[src/rtl/dual_rail_value_capture.sv]
// Clocked sink for a dual-rail link: synchronises each rail, waits for a complete word
// that is stable for two edges, presents it on valid/ready and returns the acknowledge.
module dual_rail_value_capture #(
    parameter     ENC         = "TP",
    parameter int WIDTH       = 1,
    parameter int SYNC_STAGES = 2
) (
    input  logic                  clk,
    input  logic                  rst,
    input  logic [WIDTH-1:0][1:0] in,
    output logic                  ack,
    output logic [WIDTH-1:0]      data_o,
    output logic                  valid_o,
    input  logic                  ready_i,
    output logic                  err_o
);

    localparam bit TP_MODE = (ENC == "TP");
    // Out-of-range depths are clamped into the supported 2..4 window.
    localparam int NSYNC = (SYNC_STAGES < 2) ? 2 : ((SYNC_STAGES > 4) ? 4 : SYNC_STAGES);

    typedef enum logic [1:0] {
        WAIT_DATA   = 2'd0,
        OUT_VALID   = 2'd1,
        WAIT_SPACER = 2'd2
    } state_t;

    logic [WIDTH-1:0][1:0] r_sync [NSYNC];
    logic [WIDTH-1:0][1:0] w_s;
    logic [WIDTH-1:0][1:0] w_d;
    logic [WIDTH-1:0]      w_arrived;
    logic [WIDTH-1:0]      w_illegal;
    logic [WIDTH-1:0]      w_value;
    logic                  w_complete;
    logic                  w_spacer;

    state_t                r_state;
    state_t                w_state_next;
    logic [WIDTH-1:0][1:0] r_ref;
    logic [WIDTH-1:0][1:0] w_ref_next;
    logic [WIDTH-1:0]      r_cand;
    logic [WIDTH-1:0]      w_cand_next;
    logic                  r_cand_vld;
    logic                  w_cand_vld_next;
    logic [WIDTH-1:0]      r_data;
    logic [WIDTH-1:0]      w_data_next;
    logic                  r_valid;
    logic                  w_valid_next;
    logic                  r_ack;
    logic                  w_ack_next;
    logic                  r_err;
    logic                  w_err_next;

    always_ff @(posedge clk or negedge rst) begin
        if (!rst) begin
            for (int i = 0; i < NSYNC; i++) begin
                r_sync[i] <= '0;
            end
        end else begin
            r_sync[0] <= in;
            for (int i = 1; i < NSYNC; i++) begin
                r_sync[i] <= r_sync[i-1];
            end
        end
    end

    assign w_s = r_sync[NSYNC-1];

    // In TP a bit has arrived when exactly one rail moved away from the last acknowledged level.
    genvar gi;
    generate
        for (gi = 0; gi < WIDTH; gi++) begin : g_bit
            assign w_d[gi]       = TP_MODE ? (w_s[gi] ^ r_ref[gi]) : w_s[gi];
            assign w_arrived[gi] = w_d[gi][1] ^ w_d[gi][0];
            assign w_illegal[gi] = w_d[gi][1] & w_d[gi][0];
            assign w_value[gi]   = w_d[gi][1];
        end
    endgenerate

    assign w_complete = (&w_arrived) & ~(|w_illegal);
    assign w_spacer   = (w_s == '0);

    always_ff @(posedge clk or negedge rst) begin
        if (!rst) begin
            r_state    <= WAIT_DATA;
            r_ref      <= '0;
            r_cand     <= '0;
            r_cand_vld <= 1'b0;
            r_data     <= '0;
            r_valid    <= 1'b0;
            r_ack      <= 1'b0;
            r_err      <= 1'b0;
        end else begin
            r_state    <= w_state_next;
            r_ref      <= w_ref_next;
            r_cand     <= w_cand_next;
            r_cand_vld <= w_cand_vld_next;
            r_data     <= w_data_next;
            r_valid    <= w_valid_next;
            r_ack      <= w_ack_next;
            r_err      <= w_err_next;
        end
    end

    always_comb begin
        w_state_next    = r_state;
        w_ref_next      = r_ref;
        w_cand_next     = r_cand;
        w_cand_vld_next = r_cand_vld;
        w_data_next     = r_data;
        w_valid_next    = r_valid;
        w_ack_next      = r_ack;
        w_err_next      = r_err;

        case (r_state)
            WAIT_DATA: begin
                if (|w_illegal) begin
                    w_err_next = 1'b1;
                end
                // Skew filter: the same complete value must be seen on two consecutive edges.
                if (w_complete) begin
                    if (r_cand_vld && (r_cand == w_value)) begin
                        w_data_next     = w_value;
                        w_valid_next    = 1'b1;
                        w_cand_vld_next = 1'b0;
                        w_state_next    = OUT_VALID;
                    end else begin
                        w_cand_next     = w_value;
                        w_cand_vld_next = 1'b1;
                    end
                end else begin
                    w_cand_vld_next = 1'b0;
                end
            end

            OUT_VALID: begin
                if (ready_i) begin
                    w_valid_next = 1'b0;
                    if (TP_MODE) begin
                        w_ack_next   = ~r_ack;
                        w_ref_next   = w_s;
                        w_state_next = WAIT_DATA;
                    end else begin
                        w_ack_next   = 1'b1;
                        w_state_next = WAIT_SPACER;
                    end
                end
            end

            WAIT_SPACER: begin
                if (w_spacer) begin
                    w_ack_next   = 1'b0;
                    w_state_next = WAIT_DATA;
                end
            end

            default: begin
                w_state_next = WAIT_DATA;
            end
        endcase
    end

    assign ack     = r_ack;
    assign data_o  = r_data;
    assign valid_o = r_valid;
    assign err_o   = r_err;

endmodule

[config.mk]
export PLATFORM = sky130hd
export DESIGN_NAME = dual_rail_value_capture
export DESIGN_NICKNAME = d
export VERILOG_FILES = /design/src/rtl/dual_rail_value_capture.sv
export SDC_FILE = /design/constraint.sdc
export NUM_CORES = 1
export LEC_CHECK = 0
export ABC_AREA = 1
export BUFFER_PORTS_ARGS = -buffer_cell sky130_fd_sc_hd__buf_4
export CAP_MARGIN = 30
export CORE_AREA = 2 2 39 41
export CTS_CLUSTER_SIZE = 8
export DETAILED_ROUTE_END_ITERATION = 12
export DIE_AREA = 0 0 41 43
export GPL_TIMING_DRIVEN = 0
export PLACE_DENSITY = 0.56
export SLEW_MARGIN = 20
export SYNTH_ARGS = -nofsm -noshare
export SYNTH_HDL_FRONTEND = slang
export SYNTH_SLANG_ARGS = --single-unit
[constraint.sdc]
create_clock -name clk -period 3.65 [get_ports clk]
set_input_delay 0.73 -clock clk [delete_from_list [all_inputs] [get_ports clk]]
set_output_delay 0.73 -clock clk [all_outputs]
set_load 0.01 [all_outputs]
After elaboration in Yosys (flattened, before gate mapping)

Cells that the tools add are included.

Bits in registers: 14
Input bits: 5
Output and inout bits: 4
Word-level logic and storage cells: 50

Equality and inequality tests: 7
Mux-type cells: 14
Bitwise gates (word level): 7
Reduce and logical (&&, ||, !) cells: 12

Operators by type and width:

| cell                                                 | number |
|---|---|
| AND reduction 3 bit                                  | 3 |
| 2-to-1 mux 2 bit                                     | 4 |
| inequality test 2 bit (second input constant)        | 4 |
| AND reduction 4 bit                                  | 2 |
| 2-to-1 mux 1 bit                                     | 7 |
| case mux 2 bit (3 select lines)                      | 1 |
| zero test 2 bit                                      | 2 |
| case mux 1 bit (2 select lines)                      | 2 |
| AND reduction 2 bit                                  | 2 |
| nonzero test 2 bit                                   | 2 |
| NOT 1 bit                                            | 3 |
| bitwise AND 1 bit                                    | 2 |
| equality test 2 x 1 -> 1 bit (second input constant) | 1 |
| equality test 2 bit (second input constant)          | 1 |
| XOR 2 bit                                            | 1 |
| equality test 1 bit                                  | 1 |
| logical AND 1 bit                                    | 1 |
| XOR 1 bit                                            | 1 |

Depth between registers and ports, before layout

Gate-level depths: netlist of the first run.

Depth in word-level cells: 6
Mapped depth: 9
Gate-level depth less buffers: 9

Worst setup path after synthesis of the first run

Ideal clock, no wire load.

Path kind: reg2reg
From: reg r_ref[1] (netlist name)
To: reg r_data, in the netlist data_o
Setup time: 117 ps
Arrival: 1,212 ps
Required time: 3,533 ps
Path slack: 2,321 ps
Stages on the path, launching flop included: 9
Buffers on the path: 0
Period minus slack after synthesis: 1,329 ps
Cell sequence: dfrtp_1 > nand2_1 > nand2_1 > ha_1 > inv_1 > nor2_2 > nand3_2 > nand2_1 > nand2_1

RTL lines:

| element                | line | text |
|---|---|---|
| from (decl)            | 39   | `logic [WIDTH-1:0][1:0] r_ref;` |
| from (signal assigned) | 95   | `r_ref <= w_ref_next;` |
| to (signal assigned)   | 98   | `r_data <= w_data_next;` |
| to (decl)              | 45   | `logic [WIDTH-1:0] r_data;` |

Worst setup path after layout of the first run

From: reg r_valid, in the netlist valid_o
To: out valid_o

RTL lines:

| element                | line | text |
|---|---|---|
| from (decl)            | 47   | `logic r_valid;` |
| from (signal assigned) | 99   | `r_valid <= w_valid_next;` |
| to (decl)              | 13   | `output logic valid_o,` |

No word-level cell between the ends.

==> results.toml, run 1 <==
[die]
die-width_um = 41
start_util_pct = 35.44
die_h_um = 43
dieArea_um2 = 1763
rows = 14
core-area_um2 = 1384
io-pin-count = 9

[layout]
finalNonFillerCells = 73
regArea_um2 = 300.3
fin_nets = 64
n_fill_cell = 131
design_area_um2 = 606.8
synthToLayoutAreaGrowth_pct = 23.72
multi_input_area_um2 = 171.4
antennaDiodeCount = 0
layout-drive-gt1-share_pct = 35.09

[drt]
wirelength_um = 790
post_drt_wl_per_cell_um = 10.82
postRouteAntennaNets = 0
firstDrtPassIters = 1
vias_per_cell = 4.521
vias = 330
first_iter_violations = 0
drc_errors = 0

[yosys]
ys_seq_area_share_pct = 61.22
synth_cells = 45
yosys.area_share.xor_xnor_pct = 3.571
yosysMostFrequentCell = "nand2_1"
synthAdderAreaFrac_pct = 2.551
yosys.area_share.simple_pct = 21.17
synth_commonest_cells = "nand2_1 (13), dfrtp_1 (12), inv_1 (4)"
synth_fp_nets = 51
synthDominantCellAreaShare_pct = 61.22
synth_top_family_by_area = "simple AND/OR/NAND/NOR gates"
synth_edf_count = 0
synth_area_leaders = "dfrtp_1 (61%), nand2_1 (9.9%), nand3_2 (6.1%), inv_1 (3.1%), mux2_4 (3.1%)"
avgSynthCellArea_um2 = 10.90
ys_seq_elements = 12
synth.area.mux_share_pct = 3.061
synthFlopType = "dfrtp_1"
async_flop_share_pct = 100.0
synth_compound_area_share_pct = 4.592
synth.distinct_cells = 15
yosysWarnings = 0
synth_area_leader_cell = "dfrtp_1"
synth_area_um2 = 490.5

[global_route]
antenna_found_initial = 0
track_usage_pct = 11.66
met1_usage_pct = 15.70
grt_pass1_wl_mm = 1.304
grt_busiest_layer = "met1"
met2_usage_pct = 14.37
grt_pass1_vias = 314
grt_start_max_net_pins = 13
grt_overflow = 0
met3_usage_pct = 5.236

[timing]
clock_skew_ns = 0.0005536
fmax_ghz = 0.6196
tightest_slew_ns = 0.2087
hold_viol = 0
finalSetupTns_ns = 0
maxSlewViolCount = 0
layout_min_cycle_time_ns = 1.614
rsz0062_at_grt = "no"
setup_viol = 0
period_share_pct = 44.22
relSlewSlack_pct = 86.07

[placed_design]
place.gp.congestion = 0.6050
dp.cells = 69
port_buffers = 8
dp.final_hpwl_um = 567.7
placed_area_um2 = 570.5

[worst_setup_path]
crit_buf_inv = 1
crit_chain = "buf_4"
path_max_fanout = 5
endpoint_kind = "output pin"
worstSetupPathType = "flop to output pin"
cp.required_ns = 2.92
cpMaxStageDelayCell = "dfrtp_1"
start_kind = "flop"
slowest_delay_ns = 0.44
r2r_setup_slack_ns = 2.19
cpLargestDelayFamily = "flip-flops"
cp.arrival_ns = 0.88

[power_and_ir_drop]
ir_worst_vdd_v = 0.0003045
leakagePower_nw = 0.3070
p_per_area_nw_per_um2 = 772.1

[clocking]
tritoncts = "yes"
clk_path_buf_depth = 2
cts_setup_buffers = 0
holdBufCountCts = 0
cts.sinks = 12
worstSkewPairLatency_ns = 0.28
clk_pin_slew_ns = 0.07
cts.htree.levels = 1
cts_resized = 0
cts_root_buf = "clkbuf_4"
cts_buffers = 3

[outcome]
outcome = "complete, no violations"

[flow_run]
cap_violations = 0

[worst_hold_path]
hp-class = "input pin to async pin"
-- cell type report --
type | count | share of cell area [%]
tap | 16 | 3.299
inverter | 5 | 3.093
sequential | 12 | 49.48
timing repair buffer | 8 | 9.897
clock buffer | 4 | 5.979
multi-input combinational | 28 | 28.25
-- through the flow --
step	setup WS (ns)	utilization (%)	hold slack, ns	power (mW)
after floorplan	2.321	-	0.3312	0.3190
after detailed placement	2.198	41.23	0.3365	0.3682
final	2.036	43.85	0.2775	0.4685
after global placement	2.203	41.23	0.3330	0.3632
after CTS	2.020	43.85	0.2732	0.4797
after global routing	1.997	43.85	0.2737	0.5077
-- cells in the final DEF, fill, tap and decap left out --
master    netlist  final
a21o_1          1      1
buf_4           0      8
clkbuf_4        0      3
clkbuf_8        0      1
dfrtp_1        12     12
ha_1            1      1
inv_1           4      4
inv_2           1      1
mux2_4          1      1
nand2_1        13     13
nand2_2         2      2
nand3_2         3      3
nand4_1         1      1
nor2_2          1      1
o21ai_0         1      1
o21ai_1         2      2
xnor2_1         1      1
xor2_1          1      1
-- power by group --
part	internal [mW]	switching (mW)
clock network	0.0607	0.0456
registers	0.171	0.0330
logic	0.0727	0.0854
-- kinds of logic after synthesis --
logic type                 after synthesis
muxes                                    1
DFF                                     12
adders and majority gates                1
xor gates and xnor gates                 2
AOI/OAI and AO/OA                        4
buffers and inverters                    5
and+or+nand+nor                         20
-- state kept, by name, summed over array words and instances (netlist names) --
name	flops
err_o	1
r_cand	1
w_s	2
data_o	1
ack	1
r_cand_vld	1
r_sync	2
r_ref	2
valid_o	1
-- routing by layer --
metal / share of wire [%] / wire length (um)
met5: 0 / 0
met1: 47 / 369
met3: 5.6 / 44
met4: 1.9 / 15
met2: 46 / 360
-- final timing paths --
kind,endpoint,startpoint,cells past startpoint
max,valid_o,valid_o$_DFFE_PN0P_,1
min,r_cand_vld$_DFFE_PN0N_,rst,1
max reg2reg,data_o$_DFFE_PN0P_,w_s[1]$_DFF_PN0_,9
min reg2reg,w_s[0]$_DFF_PN0_,r_sync[2]$_DFF_PN0_,0
max in group asynchronous,valid_o$_DFFE_PN0P_,rst,1
min in group clk,w_s[0]$_DFF_PN0_,r_sync[2]$_DFF_PN0_,0
Note: power is estimated with default switching activity, not from simulation.
==> inputs of run 2 (changes only) <==
--- a/config.mk
+++ b/config.mk
@@ -5,7 +5,7 @@
 export SDC_FILE = /design/constraint.sdc
 export NUM_CORES = 1
 export LEC_CHECK = 0
-export ABC_AREA = 1
+export ABC_AREA = 0
 export BUFFER_PORTS_ARGS = -buffer_cell sky130_fd_sc_hd__buf_4
 export CAP_MARGIN = 30
 export CORE_AREA = 2 2 39 41
@@ -13,7 +13,7 @@
 export DETAILED_ROUTE_END_ITERATION = 12
 export DIE_AREA = 0 0 41 43
 export GPL_TIMING_DRIVEN = 0
-export PLACE_DENSITY = 0.56
+export PLACE_DENSITY = 0.58
 export SLEW_MARGIN = 20
 export SYNTH_ARGS = -nofsm -noshare
 export SYNTH_HDL_FRONTEND = slang
==> constraint.sdc (replaced) <==
create_clock -name clk -period 1.3 [get_ports clk]
set_input_delay 0.26 -clock clk [delete_from_list [all_inputs] [get_ports clk]]
set_output_delay 0.26 -clock clk [all_outputs]
set_load 0.01 [all_outputs]
==> run 2 against run 1 <==
Compared with the run above:
- the run now ends with negative setup slack left
- final cell count shrank 8.2%
- non-clock buffer count grew 3
- hold slack lost 0.18 ns
- sequential share of layout area shrank 5.2 points
- routed wire length shrank 0.89%
- clock power grew to 2.7 times the previous value
- utilization grew 5.3 points
- global-route usage grew 0.73 points
- synthesized cell count shrank 18%
- combinational power grew to 4.5 times the previous value
- critical path depth grew 4
- die area is the same
- largest cell class unchanged
==> results.toml, run 2 <==
[worst_setup_path]
slowest_delay_ns = 0.44
worstSetupPathType = "flop to flop"
cp.required_ns = 1.45
cpMaxStageDelayCell = "dfrtp_2"
crit_buf_inv = 0
endpoint_kind = "flop"
path_max_fanout = 5
start_kind = "flop"
worstSetupPathDepth = 5
cp.arrival_ns = 1.50
cpLargestDelayFamily = "flip-flops"
crit_chain = "xor2_4 > ha_4 > nand2_4 > nor4_4 > nor3_1"
r2r.worst_path.cells = 5

[timing]
setup_ws_ns = -0.04843
period_share_pct = 103.7
relSlewSlack_pct = 82.95
rsz0062_at_grt = "yes"
tightest_slew_ns = 0.2522
maxSlewViolCount = 0
layout_min_cycle_time_ns = 1.348
fmax_ghz = 0.7416
finalSetupTns_ns = -0.05532
clock_skew_ns = 0.002286
setup_viol = 3
hold_viol = 0

[drt]
vias = 328
drc_errors = 0
postRouteAntennaNets = 0
wirelength_um = 783
firstDrtPassIters = 4
post_drt_wl_per_cell_um = 11.69
first_iter_violations = 5
vias_per_cell = 4.896

[global_route]
antenna_found_initial = 0
grt_pass1_vias = 330
grt_start_max_net_pins = 13
grt_pass1_wl_mm = 1.366
track_usage_pct = 12.38
grt_overflow = 0

[yosys]
ys_seq_elements = 12
synth_edf_count = 0
synth_area_leaders = "dfrtp_1 (61%), mux2_2 (4.6%), xor2_1 (3.6%), xor2_2 (3.3%), ha_1 (2.6%)"
synthDominantCellAreaShare_pct = 61.38
avgSynthCellArea_um2 = 13.22
synth_area_um2 = 489.2
ys_seq_area_share_pct = 61.38
synthFlopType = "dfrtp_1"
synth_fp_nets = 43
yosysMostFrequentCell = "dfrtp_1"
synth.distinct_cells = 21
yosysWarnings = 0
synth_area_leader_cell = "dfrtp_1"
synth_cells = 37
async_flop_share_pct = 100.0

[die]
core-area_um2 = 1384
rows = 14
io-pin-count = 9
dieArea_um2 = 1763
die-width_um = 41
start_util_pct = 35.35
die_h_um = 43

[flow_run]
cap_violations = 0

[power_and_ir_drop]
combPwrFrac_pct = 44.1
ir_worst_vdd_v = 0.0009080
leakagePower_nw = 0.2898
p_int_mw = 1.031
p_seq_share_pct = 38.1
power.switching_mw = 0.5770
power_frac_clock_pct = 17.8
switching_share_pct = 35.89
p_per_area_nw_per_um2 = 2362

[layout]
antennaDiodeCount = 0
layout-drive-gt1-share_pct = 47.06
n_fill_cell = 126
synthToLayoutAreaGrowth_pct = 39.13
final_common_cell = "dfrtp_1"
layout_common_cells = "dfrtp_1 (11), buf_4 (9), clkbuf_4 (3)"
fin_nets = 58
finalNonFillerCells = 67

[clocking]
clk_pin_slew_ns = 0.07
clk_path_buf_depth = 2
cts_root_buf = "clkbuf_4"
cts_buffers = 3
cts.sinks = 12
cts.htree.levels = 1
worstSkewPairLatency_ns = 0.27
tritoncts = "yes"

[outcome]
outcome = "complete, but fails checks"
violations = "negative setup slack"

[placed_design]
dp.cells = 61
port_buffers = 8
dp.final_hpwl_um = 537.3
place.gp.congestion = 0.6348

[worst_hold_path]
hp-class = "input pin to flop"
whs_path_depth = 1
[run 2: cell types whose count changed after synthesis, sizes merged, moves of 2 or more]
cell	before	now
o21ai	3	0
nand2	15	2
xor2	1	3
inv	5	1
nand3	3	0
nor3	0	2
[run 2: through the flow]
step	instance area (um^2)	setup WS (ns)	hold WS [ns]	utilization [%]	total power [mW]
after CTS	660.6	-0.07399	0.08791	47.74	1.544
after detailed placement	569.3	-0.2284	0.1068	41.14	1.113
after global placement	569.3	-0.1785	0.1010	41.14	1.081
after floorplan	489.2	-0.06947	-0.03559	-	0.9560
after global routing	680.7	-0.1074	0.07888	49.19	1.731
final	680.7	-0.04843	0.09524	49.19	1.608
[run 2: power by group through the flow]
stage	Clock, mW	Sequential, mW	Combinational, mW
after global routing	0.322	0.630	0.779
final	0.286	0.612	0.709
after floorplan	0	0.596	0.360
after CTS	0.296	0.600	0.648
after detailed placement	0	0.593	0.520
after global placement	0	0.583	0.498
[run 2: worst reg2reg max path, cell delays in order, from the launching register on]
cell     delay (ns)
dfrtp_2        0.44
xor2_4         0.20
ha_4           0.31
nand2_4        0.06
nor4_4         0.14
nor3_1         0.09
[run 2: area by class of cell]
type	instances	area [um^2]	share of cell area, %
Sequential cell	12	301.5	44.30
Tap cell	16	20.02	2.941
Inverter	1	3.754	0.5515
Clock buffer	4	36.28	5.331
Timing Repair Buffer	10	77.57	11.40
Buffer	1	5.005	0.7353
Multi-Input combinational cell	23	236.5	34.74
[run 2: cells by family after synthesis]
group / synth area share, %
mux: 6.649
compound gates: 5.883
simple gates: 13.05
flops: 61.38
buf+inv: 1.789
xor+xnor: 8.698
fa+ha+maj: 2.557
[run 2: repair_timing]
action,4_1_cts,5_1_grt
pin swaps,2,1
hold endpoints to repair,12,0
gates resized for setup,5,4
hold buffers,1,0
setup buffers,1,0
gates cloned,0,0
setup endpoints to repair,4,4
[run 2: worst paths after layout]
path	end	start	slack (ns)
max in group asynchronous	w_s[1]$_DFF_PN0_	rst	0.77
worst max register to register	data_o$_DFFE_PN0P_	w_s[1]$_DFF_PN0_	-0.05
worst min register to register	w_s[1]$_DFF_PN0_	r_sync[3]$_DFF_PN0_	0.35
worst min-delay path	r_sync[3]$_DFF_PN0_	in[1]	0.1
worst max-delay path	data_o$_DFFE_PN0P_	w_s[1]$_DFF_PN0_	-0.05
min in group asynchronous	valid_o$_DFFE_PN0P_	rst	0.36
[run 2: routing by layer]
layer	part of all wire, %	vias to the layer above	track usage (%)
met1	44	155	15.41
met4	2.4	0	10.00
met5	0	-	0
met3	6.4	4	4.712
met2	47	10	16.25
li1	-	159	-
==> inputs of run 3 (changes only) <==
==> constraint.sdc (replaced) <==
create_clock -name clk -period 1.14 [get_ports clk]
set_input_delay 0.228 -clock clk [delete_from_list [all_inputs] [get_ports clk]]
set_output_delay 0.228 -clock clk [all_outputs]
set_load 0.01 [all_outputs]
==> run 3 against run 2 <==
Compared with the run above:
- the flow still finishes with violations (negative setup slack)
- critical path depth unchanged
- clock power increased by 14%
- setup slack got worse by 0.16 ns
- sequential share of layout area decreased by 0.64 points
- via count increased by 1.2%
- hold slack got worse by 0.032 ns
- largest power group unchanged
- highest routed layer unchanged
==> results.toml, run 3 (synthesized netlist as in run 2, its figures left out) <==
[worst_setup_path]
cp.required_ns = 1.29
cpMaxStageDelayCell = "dfrtp_2"
crit_chain = "xor2_4 > ha_4 > nand2_4 > nor4_4 > nor3_1"
cp.arrival_ns = 1.50
worstSetupPathType = "flop to flop"
start_kind = "flop"
path_max_fanout = 5
cpLargestDelayFamily = "flip-flops"
endpoint_kind = "flop"
slowest_delay_ns = 0.44
crit_buf_inv = 0

[drt]
vias_per_cell = 4.955
vias = 332
drc_errors = 0
firstDrtPassIters = 2
first_iter_violations = 2
wirelength_um = 802
postRouteAntennaNets = 0
post_drt_wl_per_cell_um = 11.97

[timing]
hold_viol = 0
clock_skew_ns = 0.002558
layout_min_cycle_time_ns = 1.349
maxSlewViolCount = 0
setup_viol = 4
fmax_ghz = 0.7414
period_share_pct = 118.3
relSlewSlack_pct = 80.76
tightest_slew_ns = 0.2846
setup_ws_ns = -0.2087
rsz0062_at_grt = "yes"

[layout]
regArea_um2 = 301.5
n_fill_cell = 124
multi_input_area_um2 = 244.0
antennaDiodeCount = 0
layout_common_cells = "dfrtp_1 (11), buf_4 (10), clkbuf_4 (3)"
final_common_cell = "dfrtp_1"
fin_nets = 58
synthToLayoutAreaGrowth_pct = 41.18
layout-drive-gt1-share_pct = 49.02
finalNonFillerCells = 67
fin_util_pct = 49.91

[global_route]
grt_pass1_wl_mm = 1.366
antenna_found_initial = 0
track_usage_pct = 12.38
grt_pass1_vias = 330
grt_overflow = 0
grt_start_max_net_pins = 13

[clocking]
clk_path_buf_depth = 2
clk_pin_slew_ns = 0.07
cts_buffers = 3
cts_root_buf = "clkbuf_4"
cts.sinks = 12
cts.htree.levels = 1
tritoncts = "yes"
worstSkewPairLatency_ns = 0.27

[flow_run]
cap_violations = 0

[power_and_ir_drop]
ir_worst_vdd_v = 0.001036
leakagePower_nw = 0.2979
p_per_area_nw_per_um2 = 2686

[worst_hold_path]
hp-class = "input pin to flop"

[placed_design]
dp.final_hpwl_um = 537.3
port_buffers = 8
dp.cells = 61
place.gp.congestion = 0.6348

[die]
io-pin-count = 9
rows = 14
dieArea_um2 = 1763
die_h_um = 43
core-area_um2 = 1384
start_util_pct = 35.35
die-width_um = 41

[outcome]
outcome = "complete, but fails checks"
violations = "negative setup slack"
## run 3: cell count changes in the layout (fill, tap and decap cells not counted)
| cell | before | now |
|---|---|---|
| nand2_1 | 1 | 0 |
| nand2_4 | 1 | 2 |
| buf_2 | 1 | 0 |
| buf_4 | 9 | 10 |
## run 3: power breakdown
part | internal [mW] | total [mW] | switching (mW)
Sequential | 0.557 | 0.699 | 0.141
Combinational | 0.432 | 0.830 | 0.398
Clock | 0.194 | 0.326 | 0.132
Total | 1.18 | 1.86 | 0.671
## run 3: per-stage QoR
step | power, mW | setup WS (ns) | instance area [um^2] | setup TNS, ns | hold slack (ns)
final | 1.855 | -0.2087 | 690.7 | -0.6923 | 0.06363
after global routing | 1.994 | -0.2674 | 690.7 | -0.9011 | 0.04688
after floorplan | 1.090 | -0.2295 | 489.2 | -0.6423 | -0.06759
after global placement | 1.233 | -0.3385 | 569.3 | -0.9746 | 0.06897
after detailed placement | 1.270 | -0.3884 | 569.3 | -1.155 | 0.07481
after CTS | 1.760 | -0.2340 | 660.6 | -0.7600 | 0.05591
## run 3: routing by layer
layer	part of all wire [%]	wire length [um]	track usage, %
met5	0	0	0
met2	49	395	16.25
met3	7.0	56	4.712
met4	2.4	19	10.00
met1	41	331	15.41
## run 3: repair_timing
item,4_1_cts,5_1_grt
hold endpoints to repair,12,0
buffers inserted,1,0
pin swaps,2,1
setup endpoints to repair,6,6
hold buffers,1,0
gates cloned,0,0
gates resized for setup,5,8
## run 3: area by class of cell
class	instances	area share [%]
Multi-Input combinational cell	23	35.33
Clock buffer	4	5.254
Buffer	1	1.087
Timing Repair Buffer	10	11.23
Inverter	1	0.5435
Sequential cell	12	43.66
Tap cell	16	2.899
## run 3: final timing paths
kind	from	endpoint	slack, ns	cells after the start
setup / recovery	w_s[1]$_DFF_PN0_	data_o$_DFFE_PN0P_	-0.21	5
hold / removal	in[1]	r_sync[3]$_DFF_PN0_	0.06	1
setup reg to reg	w_s[1]$_DFF_PN0_	data_o$_DFFE_PN0P_	-0.21	5
hold reg to reg	r_sync[3]$_DFF_PN0_	w_s[1]$_DFF_PN0_	0.35	0
max in group asynchronous	rst	w_s[1]$_DFF_PN0_	0.64	2
min in group asynchronous	rst	valid_o$_DFFE_PN0P_	0.33	2
